===== src/rtl/secure_router_pkg.sv =====
// Shared definitions for the secure router and its port receivers.
// Code word layout and the even-parity helper live here.
package secure_router_pkg;

    localparam int PAYLOAD_W = 6;
    localparam int CODE_W    = 7;

    typedef struct packed {
        logic                 par;
        logic [PAYLOAD_W-1:0] payload;
    } code_t;

    function automatic logic even_parity(input logic [PAYLOAD_W-1:0] p);
        return ^p;
    endfunction

endpackage


===== src/rtl/secure_rx_fifo.sv =====
// Payload FIFO for one router output port: storage, pointers, occupancy.
// A push into a full FIFO is accepted only if a pop happens in the same cycle.
module secure_rx_fifo
    import secure_router_pkg::*;
#(
    parameter int DEPTH = 4
) (
    input  logic                 clk,
    input  logic                 rst_n,
    input  logic                 push,
    input  logic [PAYLOAD_W-1:0] wr_data,
    output logic                 push_acc,
    input  logic                 out_ready,
    output logic                 out_valid,
    output logic [PAYLOAD_W-1:0] out_data
);

    localparam int AW = (DEPTH > 1) ? $clog2(DEPTH) : 1;
    localparam int CW = AW + 1;

    logic [PAYLOAD_W-1:0] mem [DEPTH];
    logic [AW-1:0]        wr_ptr;
    logic [AW-1:0]        rd_ptr;
    logic [CW-1:0]        count;
    logic                 full;
    logic                 empty;
    logic                 pop;

    assign full      = (count == CW'(DEPTH));
    assign empty     = (count == '0);
    assign pop       = !empty && out_ready;
    assign push_acc  = push && (!full || pop);
    assign out_valid = !empty;
    // Gate the head so the output reads 0 while empty or in reset.
    assign out_data  = empty ? '0 : mem[rd_ptr];

    always_ff @(posedge clk or negedge rst_n) begin
        if (!rst_n) begin
            for (int i = 0; i < DEPTH; i++) begin
                mem[i] <= '0;
            end
        end else if (push_acc) begin
            mem[wr_ptr] <= wr_data;
        end
    end

    always_ff @(posedge clk or negedge rst_n) begin
        if (!rst_n) begin
            wr_ptr <= '0;
            rd_ptr <= '0;
            count  <= '0;
        end else begin
            if (push_acc) begin
                wr_ptr <= wr_ptr + 1'b1;
            end
            if (pop) begin
                rd_ptr <= rd_ptr + 1'b1;
            end
            unique case ({push_acc, pop})
                2'b10:   count <= count + CW'(1);
                2'b01:   count <= count - CW'(1);
                default: count <= count;
            endcase
        end
    end

endmodule


===== src/rtl/secure_port_receiver.sv =====
// Receiver for one router port: parity check, buffering, sticky overflow.
// Define SECURE_RX_ERR_CNT_EN to build the saturating parity-error counter.
module secure_port_receiver
    import secure_router_pkg::*;
#(
    parameter int DEPTH = 4,
    parameter int CNT_W = 8
) (
    input  logic                 clk,
    input  logic                 rst_n,
    input  logic [CODE_W-1:0]    d_in,
    input  logic                 in_valid,
    output logic [PAYLOAD_W-1:0] out_data,
    output logic                 out_valid,
    input  logic                 out_ready,
    output logic                 overflow,
    output logic [CNT_W-1:0]     err_count
);

    code_t word;
    logic  good;
    logic  push;
    logic  push_acc;

    assign word = code_t'(d_in);
    assign good = (word.par == even_parity(word.payload));
    assign push = in_valid && good;

    secure_rx_fifo #(
        .DEPTH(DEPTH)
    ) u_fifo (
        .clk      (clk),
        .rst_n    (rst_n),
        .push     (push),
        .wr_data  (word.payload),
        .push_acc (push_acc),
        .out_ready(out_ready),
        .out_valid(out_valid),
        .out_data (out_data)
    );

    always_ff @(posedge clk or negedge rst_n) begin
        if (!rst_n) begin
            overflow <= 1'b0;
        end else if (push && !push_acc) begin
            overflow <= 1'b1;
        end
    end

`ifdef SECURE_RX_ERR_CNT_EN
    logic [CNT_W-1:0] err_q;

    always_ff @(posedge clk or negedge rst_n) begin
        if (!rst_n) begin
            err_q <= '0;
        end else if (in_valid && !good && (err_q != '1)) begin
            err_q <= err_q + 1'b1;
        end
    end

    assign err_count = err_q;
`else
    assign err_count = '0;
`endif

endmodule


===== config.mk =====
export PLATFORM = sky130hd
export DESIGN_NAME = secure_port_receiver
export DESIGN_NICKNAME = d
export VERILOG_FILES = /design/src/rtl/secure_router_pkg.sv /design/src/rtl/secure_rx_fifo.sv /design/src/rtl/secure_port_receiver.sv
export SDC_FILE = /design/constraint.sdc
export NUM_CORES = 1
export LEC_CHECK = 0
export ABC_AREA = 1
export CAP_MARGIN = 25
export CELL_PAD_IN_SITES_DETAIL_PLACEMENT = 1
export CELL_PAD_IN_SITES_GLOBAL_PLACEMENT = 2
export CORE_UTILIZATION = 36
export DETAILED_ROUTE_END_ITERATION = 8
export DONT_BUFFER_PORTS = 1
export PLACE_DENSITY_LB_ADDON = 0.1
export SLEW_MARGIN = 40
export SYNTH_ARGS = -nofsm -noshare
export SYNTH_HDL_FRONTEND = slang
export SYNTH_HIERARCHICAL = 1
export SYNTH_SLANG_ARGS = --single-unit
export TNS_END_PERCENT = 50

===== constraint.sdc =====
create_clock -name clk -period 1.86 [get_ports clk]
set_input_delay 0.372 -clock clk [delete_from_list [all_inputs] [get_ports clk]]
set_output_delay 0.372 -clock clk [all_outputs]
set_load 0.02 [all_outputs]

==> metrics, run 1 <==
antenna viol nets, final 0; chip height 75.6 µm; die width 75.6 µm; Crit path top cell by count buf_4; TritonCTS Sinks 32; FF-to-FF setup slack approximately 0.20 ns; Yosys warnings 6; placed inst area between 2000 and 2500 µm²; Critical Path RT 1.49 ns; RSZ-0062 raised after global routing no; Final Cycle Share a little over nine tenths; htree depth 2; CTS root buffer clkbuf_8; Layout Cells excl Fill 349; worst hold-check path type primary input to flip-flop; r2r worst-path depth 8; critical path capture point type output pin; largest net degree at the start of global routing 33; GPL Wtd Cong 0.745; synthesis-to-finish area growth 13.5%; outcome finished clean; # nets final just under 300; max capacitance violation total 0; Initial Util between 30% and 40%; # placed instances 339; input/output buffers 0; pwr dens ~1600 nW/µm²; CP max stage delay 0.41 ns; Max Clk Rate 0.565 GHz; Crit-path slowest cell dfrtp_1; Filler cells 662; Slew Viols, Final 0; worst-path cell chain nor2_2 -> nand2_1 -> buf_4 -> inv_4 -> a21oi_1 -> buf_4; Setup TNS 0 ns; layout cell share with drive strength beyond 1 around 16%; synth unique cells 22; core box area 5170 µm²; DRC errors left 0; vias in the first global route about 1,500; Pre-Repair DR Iteration Count 4; post-synthesis area per instance 7.33 µm²; CTS tree yes; WL final approximately 5 mm; final hold violations 0; Final Critical Period 1.77 ns; Avg WL per Cell 14.3 µm; CTS clk-pin slew, worst paths approximately 0.07 ns; Via density about 4.7; Worst-Skew Late Latency ~0.28 ns; cell row count 26; ant diodes 0; Crit Path Category flip-flop to output pin; gr ovfl total 0; die area roughly 5700 µm²; total global-route track usage between 10% and 20%; Setup-failing EPs final 0; Synth Instances about 270; flops & latches, synth 32; first-pass GRT wire length 7.95 mm; HPWL after detailed placement approximately 3.7 mm; maximum clock insertion buffer count 2; crit-path max FO 6; CTS Buf Count 5; synthesized cell area about 2000 µm²; crit start category flip-flop; total number of vias between 1,500 and 2,000; hold depth 2; Setup Skew between 0.003 and 0.004 ns; register area share after synthesis around 41%; leakage roughly 1.2 nW; design area ~2200 µm²; io pins 27; Critical Path AT around 1.4 ns; Starting DRT DRC Count 89; Pwr Total approximately 0.0036 W; initial antenna violation count 0; IR drop worst, VDD approximately 640 µV; Min Hold Slack 0.228 ns
[kinds of logic (layout without fill, tap and decap cells)]
| family | after synthesis | count (layout) | share of synthesized area, % |
|---|---|---|---|
| DFF | 32 | 32 | 41.1 |
| and+or+nand+nor | 161 | 161 | 37.0 |
| other | 1 | 8 | 0.192 |
| xor gates and xnor gates | 4 | 4 | 1.80 |
| AOI/OAI and AO/OA | 9 | 9 | 2.44 |
| adders and majority gates | 6 | 6 | 4.23 |
| buffers and inverters | 53 | 59 | 13.3 |
[registers in the layout, summed over array words and instances, names as in the netlist]
signal and count:
u_fifo/wr_ptr 2, u_fifo/count 3, overflow 1, u_fifo/rd_ptr 2
u_fifo/mem 24
[worst max-delay path, delay by kind of cell, from the launching register on]
| family | cells | cell delay, ns |
|---|---|---|
| simple gates | 2 | 0.23 |
| compound gates | 1 | 0.05 |
| flops | 1 | 0.41 |
| buf+inv | 3 | 0.43 |
[area by class of cell]
type	instances	area, µm²	share of cell area (%)
multi-input cells	188	952	43.0
flip-flops and latches	32	802	36.2
repair buffers	16	151	6.84
inverters	36	143	6.44
well taps	70	87.6	3.96
clock buffers	6	72.6	3.28
clock inverters	1	5.00	0.226
[what timing repair did]
item                                    CTS  global route
cloned                                    0             0
hold buffers                              2             0
resized for setup                         3             4
hold endpoints to repair                 32             0
setup buffers                             0             1
endpoints found under the setup margin    6             6
pin swaps                                 0             1
[cells in the mapped netlist]
cell type	count	area, µm²
a21boi_1	1	7.51
a21oi_1	6	30.0
buf_2	3	15.0
buf_4	9	67.6
buf_6	3	33.8
clkbuf_1	2	7.51
conb_1	1	3.75
dfrtp_1	32	801
fa_1	1	20.0
ha_1	5	62.6
inv_1	33	124
inv_2	3	11.3
nand2_1	112	420
nand2_2	5	31.3
nand3_1	12	60.1
nand3_2	4	40.0
nand4_1	24	150
nor2_1	2	7.51
nor2_2	2	12.5
o21ai_0	2	10.0
xnor2_1	2	17.5
xor2_1	2	17.5
[layer usage]
| metal | wire [µm] | track usage (%) | vias up |
|---|---|---|---|
| met3 | 118 | 3.57 | 2 |
| met5 | 0 | 0 | - |
| met1 | 2370 | 26.8 | 761 |
| met4 | 18 | 4.32 | 0 |
| met2 | 2490 | 31.3 | 23 |
| li1 | - | - | 843 |
[report_power, final]
part | leakage (nW) | internal [W] | switching, W
combinational | 0.775 | 0.000745 | 0.00113
sequential | 0.394 | 0.00103 | 0.000230
clock | 0.0410 | 0.000254 | 0.000253
[layout by cell type (no fill, tap or decap), types with 2 or more instances in the layout]
master and n:
nand2_1 111, inv_1 31, dfrtp_1 31, nand4_1 24, buf_4 12, nand3_1 11, conb_1 8, nand2_2 5
nand3_2 5, clkbuf_8 5, a21oi_1 5, ha_1 4, inv_2 3, nor2_1 2, nor2_2 2, buf_12 2
xor2_1 2, xnor2_1 2
[through the flow]
step / util (%) / setup WS, ns
2_1_floorplan: - / -0.0603
5_1_grt: 42.8 / 0.0118
4_1_cts: 42.2 / 0.0351
3_5_place_dp: 40.0 / -0.0799
3_3_place_gp: 40.0 / 0.0174
6_report: 42.8 / 0.0905
[worst paths after layout]
check / to / start
min: overflow / in_valid
min reg2reg: u_fifo/mem[15] / u_fifo/mem[15]
max reg2reg: u_fifo/count[1] / u_fifo/count[0]
min in group asynchronous: u_fifo/wr_ptr[1] / rst_n
max: out_data[4] / u_fifo/count[0]
max in group asynchronous: u_fifo/rd_ptr[0] / rst_n
No activity file was read; power rests on OpenSTA's default activity.
==> run 2, diff against run 1 <==
- CORE_UTILIZATION: 36 -> 38
- clock period: 1.86 -> 2.1 ns (I/O delays scaled with it)
==> run 2 against run 1 <==
Clock-buffer cell count is the same. Cell count decreased by 2.0%. Sequential power fell by 12%. Global-route usage is 1.2 points higher. Clock power fell by 13%. Die area decreased by 5.1%. Critical endpoint is now out_data[1]. Largest power group unchanged.
==> metrics, run 2 (synthesized netlist as in run 1, its figures left out) <==
Pre-Repair DR Iteration Count 4; Most flops, register u_fifo/mem; first-pass GRT wire length roughly 8.1 mm; Multi-input gate area about 920 µm²; CTS Buf Count 5; Via density just under 5; max reg flops 24; Max Clk Rate 0.516 GHz; Pwr Total about 0.0031 W; htree depth 2; layout cell share with drive strength beyond 1 between 10% and 20%; HPWL after detailed placement 3.56 mm; Initial Util ~40%; io pins 27; Filler cells 638; leakage between 1 and 1.5 nW; Critical Path RT between 1.5 and 2 ns; FF/Latch Area between 800 and 900 µm²; Setup Skew roughly 0.0041 ns; largest net degree at the start of global routing 33; final hold violations 0; vias in the first global route 1,636; die width ~74 µm; CP max stage delay a little under 0.5 ns; WP buf/inv 2; Final Critical Period a little under 2 ns; die area ~5400 µm²; Crit Path Category flip-flop to output pin; initial antenna violation count 0; input/output buffers 0; CTS clk-pin slew, worst paths 0.07 ns; TritonCTS Sinks 32; DRC errors left 0; Crit-path slowest cell dfrtp_1; WL final between 4 and 5 mm; most frequent cells in the layout 111 x nand2_1, 33 x inv_1, 32 x dfrtp_1, 24 x nand4_1, 12 x nand3_1; CTS tree yes; synthesis-to-finish area growth 8.98%; ant diodes 0; RSZ-0062 raised after global routing no; outcome finished clean; Slew Viols, Final 0; Worst-Skew Late Latency 0.28 ns; Avg WL per Cell approximately 14 µm; chip height about 74 µm; CTS root buffer clkbuf_8; maximum clock insertion buffer count 2; Starting DRT DRC Count just over 50; gr ovfl total 0; CP top delay family flip-flops; IR drop worst, VDD between 500 and 600 µV; pwr dens about 1400 nW/µm²; commonest non-fill, non-tap cell in the layout nand2_1; critical path capture point type output pin; max capacitance violation total 0; Setup TNS 0 ns; cell row count 25; crit start category flip-flop; Setup-failing EPs final 0; # nets final between 200 and 300; biggest regs u_fifo/mem: 24 flops, u_fifo/count: 3 flops; core box area 4820 µm²; GPL Wtd Cong ~0.75; worst-path cell chain inv_1 -> nand3_1 -> a21oi_1 -> buf_4; worst hold-check path type primary input to flip-flop; total number of vias roughly 1,700; Final Cycle Share between 90% and 100%; antenna viol nets, final 0; Critical Path AT roughly 1.5 ns; total global-route track usage between 20% and 30%; crit-path max FO 9
-- run 2: cell type report --
type / count / share of cell area [%]
Clock buffer: 6 / 3.41
Clock inverter: 1 / 0.235
Inverter: 36 / 6.36
Multi-Input combinational cell: 188 / 43.4
Sequential cell: 32 / 37.7
Tap cell: 67 / 3.94
Timing Repair Buffer: 12 / 4.94
-- run 2: worst reg2reg max path: cells and delay by family (launching register included) --
kind / cells / cell delay [ns]
buffers and inverters: 2 / 0.16
xor gates and xnor gates: 1 / 0.15
DFF: 1 / 0.39
adders and majority gates: 2 / 0.54
and+or+nand+nor: 5 / 0.45
-- run 2: through the flow --
| stage | util, % | worst slack (ns) | cell area, µm² | hold WS [ns] | std cells |
|---|---|---|---|---|---|
| 3_5_place_dp | 41.9 | 0.0144 | 2020 | 0.125 | 333 |
| 2_1_floorplan | - | 0.0211 | 1990 | 0.124 | 273 |
| 4_1_cts | 44.1 | 0.132 | 2130 | 0.271 | 342 |
| 5_1_grt | 44.1 | 0.0563 | 2130 | 0.280 | 342 |
| 6_report | 44.1 | 0.160 | 2130 | 0.278 | 342 |
| 3_3_place_gp | 41.9 | 0.126 | 2020 | 0.125 | 333 |
-- run 2: power breakdown --
part	internal [W]	switching, W	leakage (nW)
Clock	0.000225	0.000216	0.0410
Combinational	0.000559	0.000962	0.749
Sequential	0.000907	0.000201	0.395
Total	0.00169	0.00138	1.19
-- run 2: per-layer routing --
layer | track usage, % | share of wire, % | up-vias
met2 | 34.1 | 50 | 20
met5 | 0 | 0 | -
met3 | 4.12 | 2.6 | 7
met4 | 7.05 | 1.5 | 0
li1 | - | - | 832
met1 | 26.5 | 46 | 806
-- run 2: what timing repair did --
action	in CTS	in global routing
hold buffers	2	0
buffers inserted	0	0
hold endpoints to repair	32	0
resized for setup	0	0
-- run 2: path summary, 6_finish.rpt --
path / startpoint / to / slack (ns) / cells past startpoint
setup reg to reg: u_fifo/count[1] / u_fifo/count[2] / 0.29 / 10
setup / recovery: u_fifo/rd_ptr[1] / out_data[1] / 0.16 / 4
hold reg to reg: u_fifo/mem[21] / u_fifo/mem[21] / 0.47 / 2
max in group asynchronous: rst_n / u_fifo/mem[15] / 1.35 / 2
hold / removal: in_valid / overflow / 0.28 / 2
min in group asynchronous: rst_n / u_fifo/mem[9] / 0.57 / 2
